$ cat config.mk
export PLATFORM = sky130hd
export DESIGN_NAME = alu4_prog_sequencer
export DESIGN_NICKNAME = d
export VERILOG_FILES = /design/src/rtl/alu4_prog_sequencer.sv
export SDC_FILE = /design/constraint.sdc
export NUM_CORES = 1
export LEC_CHECK = 0
export CELL_PAD_IN_SITES_DETAIL_PLACEMENT = 0
export CELL_PAD_IN_SITES_GLOBAL_PLACEMENT = 2
export CORE_MARGIN = 2
export CORE_UTILIZATION = 37
export CTS_CLUSTER_DIAMETER = 60
export DETAILED_ROUTE_END_ITERATION = 8
export PLACE_DENSITY = 0.79
export SYNTH_ARGS = -nofsm -noshare
export SYNTH_HDL_FRONTEND = slang
export SYNTH_SLANG_ARGS = --single-unit
$ cat constraint.sdc
create_clock -name i_clk -period 2.38 [get_ports i_clk]
set_input_delay 0.595 -clock i_clk [delete_from_list [all_inputs] [get_ports i_clk]]
set_output_delay 0.595 -clock i_clk [all_outputs]
set_load 0.05 [all_outputs]
$ cat src/rtl/alu4_prog_sequencer.sv
// ---------------------------------------------------------------------------
// alu4_prog_sequencer
// Drives an external combinational 4-bit ALU from a small loadable program.
// Each program byte is {opcode[7:4], operand[3:0]}. The ALU A input is the
// internal accumulator and B is the operand; the result and zero flag are
// captured back into the accumulator and zero_flag.
//
// Ports
//   i_clk, i_rst_n        clock (rising edge), async active-low reset
//   i_load_valid/_data    program byte strobe and byte
//   o_load_ready          byte will be accepted this cycle
//   i_prog_clr            empty the program (IDLE only)
//   i_start               begin execution (IDLE only, program non-empty)
//   o_alu_opcode/_a/_b    to ALU; live while o_exec_valid is high
//   i_alu_result/_zero    from ALU
//   o_acc, o_zero_flag    accumulator and last captured zero flag
//   o_pc                  index of the current instruction
//   o_busy, o_done        not IDLE / one-cycle completion pulse
//
// state   | meaning
// S_IDLE  | accept loads, clear and start
// S_FETCH | read prog[pc] into the ALU operand registers
// S_EXEC  | ALU inputs live; capture result at the edge
// S_DONE  | one-cycle done pulse, then back to IDLE
// ---------------------------------------------------------------------------
module alu4_prog_sequencer #(
    parameter int         PROG_DEPTH = 8,
    parameter int         PC_W       = 3,
    parameter logic [3:0] ACC_INIT   = 4'h0
) (
    input  logic            i_clk,
    input  logic            i_rst_n,
    input  logic            i_load_valid,
    input  logic [7:0]      i_load_data,
    output logic            o_load_ready,
    input  logic            i_prog_clr,
    input  logic            i_start,
    output logic [3:0]      o_alu_opcode,
    output logic [3:0]      o_alu_a,
    output logic [3:0]      o_alu_b,
    input  logic [3:0]      i_alu_result,
    input  logic            i_alu_zero,
    output logic            o_exec_valid,
    output logic [3:0]      o_acc,
    output logic            o_zero_flag,
    output logic [PC_W-1:0] o_pc,
    output logic            o_busy,
    output logic            o_done
);

    typedef enum logic [1:0] {S_IDLE, S_FETCH, S_EXEC, S_DONE} state_t;

    localparam logic [PC_W:0]   C_DEPTH = (PC_W+1)'(PROG_DEPTH);
    localparam logic [PC_W:0]   C_ONE   = (PC_W+1)'(1);
    localparam logic [PC_W-1:0] C_PC1   = PC_W'(1);

    state_t          r_state;
    logic [7:0]      r_prog [PROG_DEPTH];
    logic [PC_W:0]   r_count;
    logic [PC_W-1:0] r_wr_ptr;
    logic [PC_W-1:0] r_pc;

    logic w_idle;
    logic w_load_acc;
    logic w_last;

    assign w_idle       = (r_state == S_IDLE);
    assign o_load_ready = w_idle && (r_count < C_DEPTH);
    // Clear wins over a simultaneous load.
    assign w_load_acc   = o_load_ready && i_load_valid && !i_prog_clr;
    assign w_last       = ({1'b0, r_pc} == (r_count - C_ONE));
    assign o_pc         = r_pc;

    // Program storage is deliberately not reset; count=0 hides stale bytes.
    always_ff @(posedge i_clk) begin
        if (w_load_acc) begin
            r_prog[r_wr_ptr] <= i_load_data;
        end
    end

    always_ff @(posedge i_clk or negedge i_rst_n) begin
        if (!i_rst_n) begin
            r_state      <= S_IDLE;
            r_count      <= '0;
            r_wr_ptr     <= '0;
            r_pc         <= '0;
            o_acc        <= ACC_INIT;
            o_zero_flag  <= 1'b0;
            o_alu_opcode <= 4'h0;
            o_alu_a      <= 4'h0;
            o_alu_b      <= 4'h0;
            o_exec_valid <= 1'b0;
            o_busy       <= 1'b0;
            o_done       <= 1'b0;
        end else begin
            case (r_state)
                S_IDLE: begin
                    if (i_prog_clr) begin
                        r_count  <= '0;
                        r_wr_ptr <= '0;
                    end else if (w_load_acc) begin
                        r_count  <= r_count + C_ONE;
                        r_wr_ptr <= r_wr_ptr + C_PC1;
                    end else if (i_start && (r_count != '0)) begin
                        o_acc       <= ACC_INIT;
                        o_zero_flag <= 1'b0;
                        r_pc        <= '0;
                        o_busy      <= 1'b1;
                        r_state     <= S_FETCH;
                    end
                end
                S_FETCH: begin
                    // Fetch and operand register are merged so each
                    // instruction takes exactly two cycles.
                    o_alu_opcode <= r_prog[r_pc][7:4];
                    o_alu_b      <= r_prog[r_pc][3:0];
                    o_alu_a      <= o_acc;
                    o_exec_valid <= 1'b1;
                    r_state      <= S_EXEC;
                end
                S_EXEC: begin
                    o_acc        <= i_alu_result;
                    o_zero_flag  <= i_alu_zero;
                    o_exec_valid <= 1'b0;
                    if (w_last) begin
                        o_done  <= 1'b1;
                        r_state <= S_DONE;
                    end else begin
                        r_pc    <= r_pc + C_PC1;
                        r_state <= S_FETCH;
                    end
                end
                S_DONE: begin
                    o_done  <= 1'b0;
                    o_busy  <= 1'b0;
                    r_state <= S_IDLE;
                end
                default: begin
                    r_state <= S_IDLE;
                end
            endcase
        end
    end

endmodule
After elaboration in Yosys (flattened, before gate mapping). Memory sizes are Yosys's and may differ from the RTL's. A register that Yosys moved wholly into a read port is not among the register bits. Index checks and enable logic that the tools add are counted. W data, S select, Z words.

Bits of input ports: 18. Output and inout port bits: 24. Memories kept: 1. Register bits after elaboration: 24. Bits in writable memories: 64.

Magnitude comparators: 1. $add $sub $neg: 4. Equal/unequal tests: 9. Reduce and logical (&&, ||, !) cells: 19. Mux-type cells: 31.

Memories: r_prog (depth 8, width 8, rd ports 1, clocked after memory_dff 1, write ports 1, line 58) `logic [7:0] r_prog [PROG_DEPTH];`.

Operator list (count): $mux W4 (5); $mux W3 (6); $reduce_bool A2 Y1 (5); $mux W1 (9); $mux W2 (4); $ne A2 B2 Y1 const B (4); $pmux W1 S2 (4); $pmux W2 S4 (1); $pmux W4 S2 (1); $reduce_and A4 Y1 (2); $add A3 B1 Y3 const B (2); $pmux W3 S2 (1); $reduce_and A5 Y1 (1); $add A4 B1 Y4 const B (1); $eq A2 B2 Y1 const B (2); $eq A3 B4 Y1 (1); $logic_and A1 B1 Y1 (4); $lt A4 B4 Y1 const B (1); $reduce_and A2 Y1 (2); $reduce_bool A4 Y1 (1); $sub A4 B1 Y4 const B (1); $reduce_and A3 Y1 (1); $eq A2 B1 Y1 const B (1); $logic_not A1 Y1 (2); 2 further kinds (2).

Longest topological paths before layout.
Depth in word-level cells: 7. Depth in mapped cells: 7. Depth with buffers taken out: 7.

Worst setup path before layout. Ideal clock, no wire load.

Path type: input-to-reg. From: in i_load_valid. To: mem r_prog[0][0], enable pin. Data arrival time: 1.886 ns. Slack: 0.111 ns. Library setup time: 0.383 ns. Cell stages on the path: 5. Path through: nor2b_2 -> buf_6 -> nand2_1 -> or3_1 -> nor3_1.

Longest elaborated chain between the ends: 4.

RTL lines: start, declared (line 33) `input logic i_load_valid,`; $logic_and A1 B1 Y1 (2 in a row) (line 70) `assign w_load_acc = o_load_ready && i_load_valid && !i_prog_clr;`; $mux W1 (line 76) `if (w_load_acc) begin`; $mux W1 (not written as such) (line 77) `r_prog[r_wr_ptr] <= i_load_data;`; end, declared (line 58).

Every way passes these cells.

Worst setup path in the final report.
From: reg r_state[0]. To: out o_load_ready.

Longest elaborated chain between the ends: 2.

RTL lines: start, declared (line 57) `state_t r_state;`; start signal, assigned (line 83) `r_state <= S_IDLE;`; start signal, assigned (line 109) `r_state <= S_FETCH;`; start signal, assigned (line 119) `r_state <= S_EXEC;`; $logic_not A2 Y1 (line 67) `assign w_idle = (r_state == S_IDLE);`; $logic_and A1 B1 Y1 (line 68) `assign o_load_ready = w_idle && (r_count < C_DEPTH);`; end, declared (line 35) `output logic o_load_ready,`.

Every way passes these cells.

==> metrics.txt <==
outcome=complete, no violations; vias in the first global route=2310; Critical Path RT=1.78 ns; CTS tree=yes; Switch Pwr=2.28 mW; slowest CP cell=dfrtp_1; Antenna diodes=0; layout cells sized above 1=0.222; worst setup margin=0.140 ns; count of input and output buffers=41; CP max FO=12; worst skew pair latency=0.35 ns; I/O pin total=42; MaxCap Viol Count=0; die area=11700 um2; fin. max-slew vios=0; Slew headroom=0.553; Initial DRC Count=148; postcts setup bufs=0; top post-synthesis cells by area=edfxtp_1, dfrtp_1, mux4_2; gr usage total=0.143; WP data arrival=1.65 ns; Peak VDD IR=683 uV; DR WL/cell=16.4 um; Vias per Instance=5.00; htree depth=3; pwr dens=1210 nW/um2; Crit Path Class=flop to primary output; Post-synth top cells=edfxtp_1, dfrtp_1, nor2_1, mux4_2, a21oi_1; num rows=38; Max Buffers Root-to-Sink=2; EDFF count, synth=64; RSZ-0062 raised after global routing=no; Mapped Area=4010 um2; library cells used by synthesis=44; Root Buffer=clkbuf_8; initial antenna violation count=0; Vias=2323; sequential share of power=0.377; crit-path cells=inv_1 -> ha_2 -> buf_4 -> and2b_1 -> buf_12; clock network fraction of design power=0.189; CP Capture Type=primary output; post-route ant nets=0; post-synthesis sequential area ratio=0.679; largest net degree at the start of global routing=33; Routed WL=7630 um; start of the worst register-to-register path=r_count[0]; fin crit share=0.941; final hold violations=0; Die X=108 um; Syn Inst Count=252; clock sink total=96; Peak Freq=446 MHz; switching share of power=0.378; Remaining Overflow, GRT=0; post-layout net count=347; endpoints failing setup=0; die height=108 um; Residual DRC=0; CTS buffer count=9; first-pass GRT wire length=12600 um; Area growth, synth to finish=24.4%; DP HPWL=5480 um; most common cell in the synthesized netlist=edfxtp_1; Final TNS setup=0 ns; area leader, netlist=edfxtp_1; setup slack at placement=0.0129 ns; Combinational Power Share=0.434; Worst path max stage delay=0.42 ns; Worst Tran Pin Value=0.670 ns; Yosys reg bits=96; YS warnings=0; final cell count without fillers=465; HP Start=o_zero_flag; Static Leak=1.82 nW; first-pass detailed-route iteration total=4; Critical Path Start Type=flop; routability cong.=0.773; prevailing post-synth register cell=edfxtp_1; Final Critical Period=2.24 ns; FFs w/ async S/R, synth=0.333; syn nets=279; top cell type's share of synthesized area=0.479; hold crit path type=flop to flop; Syn Area/Cell=15.9 um2; Final Util=0.467; Starting Density=0.375; dpl cells=449; core area=10700 um2; crit path launch=r_state[0]; Clk pin slew, worst setup/hold paths=0.09 ns; clk_skew=0.00772 ns; Internal Power=3.75 mW
[routing by layer]
metal  global-route usage  share of wire
met1                0.202           0.48
met2                0.222           0.47
met3               0.0181          0.034
met4               0.0641          0.018
met5                    0              0
[flip-flops by register name (all words and copies together) (netlist names)]
| register | cells |
|---|---|
| o_exec_valid | 1 |
| o_alu_a | 4 |
| o_done | 1 |
| r_state | 2 |
| o_pc | 3 |
| o_alu_b | 4 |
| o_busy | 1 |
| o_acc | 4 |
| r_count | 4 |
| o_alu_opcode | 4 |
| r_prog | 64 |
| r_wr_ptr | 3 |
| o_zero_flag | 1 |
[critical path, delay by kind of cell, from the launching register on]
kind | cells | cell delay, ns
fa+ha+maj | 1 | 0.23
buf+inv | 3 | 0.47
simple gates | 1 | 0.18
flops | 1 | 0.42
[placed cells by master (no fill, tap or decap), types with 3 or more instances in the layout]
cell type / instances
edfxtp_1: 64
clkdlybuf4s50_1: 37
dfrtp_1: 32
buf_4: 28
nor2_1: 18
mux4_2: 16
a21oi_1: 14
inv_1: 10
nand2_1: 9
mux2i_1: 9
clkbuf_8: 9
ha_1: 8
o22ai_1: 6
a22o_1: 6
mux2_2: 5
nor3_1: 4
o21ai_0: 4
a31oi_1: 4
nand2b_1: 3
buf_12: 3
[worst paths after layout]
check / to / slack, ns / cells after the start
min in group asynchronous: r_count[3] / 0.63 / 2
max in group asynchronous: o_alu_opcode[0] / 1.44 / 2
min reg2reg: o_zero_flag / 0.51 / 1
max: o_load_ready / 0.14 / 5
min: o_zero_flag / 0.51 / 1
max reg2reg: r_state[1] / 0.31 / 6
[stage by stage]
step / hold WS (ns) / power, mW / cell area (um2)
after floorplan: 0.299 / 4.07 / 4010
after global placement: 0.492 / 4.91 / 4770
after detailed placement: 0.495 / 4.94 / 4770
after CTS: 0.515 / 6.08 / 4990
after global routing: 0.524 / 6.41 / 4990
final: 0.507 / 6.03 / 4990
[final cells by class]
type	instances	area (um2)
sequential	96	2720
fill	949	5710
multi-input combinational	135	1200
clock inverter	7	93.8
timing repair buffer	68	641
tap	140	175
inverter	10	37.5
clock buffer	9	124
[repair_timing]
item                                    4_1_cts  5_1_grt
gates resized for setup                       0        1
hold buffers                                  0        0
endpoints found under the hold margin         0        0
endpoints found under the setup margin        0        1
[kinds of logic after synthesis]
family	count (synthesis)	share of synthesized area
buf+inv	21	0.0234
xor+xnor	3	0.00655
mux	30	0.126
compound gates	45	0.0786
fa+ha+maj	9	0.0281
simple gates	48	0.0586
flops	96	0.679
[power groups by stage]
| stage | clock network [mW] | logic (mW) | registers [mW] |
|---|---|---|---|
| 6_report | 1.14 | 2.61 | 2.27 |
| 5_1_grt | 1.24 | 2.85 | 2.31 |
| 4_1_cts | 1.17 | 2.64 | 2.27 |
| 3_5_place_dp | 0 | 2.63 | 2.31 |
| 3_3_place_gp | 0 | 2.61 | 2.30 |
| 2_1_floorplan | 0 | 1.26 | 2.81 |
(Power assumes the default switching activity.)
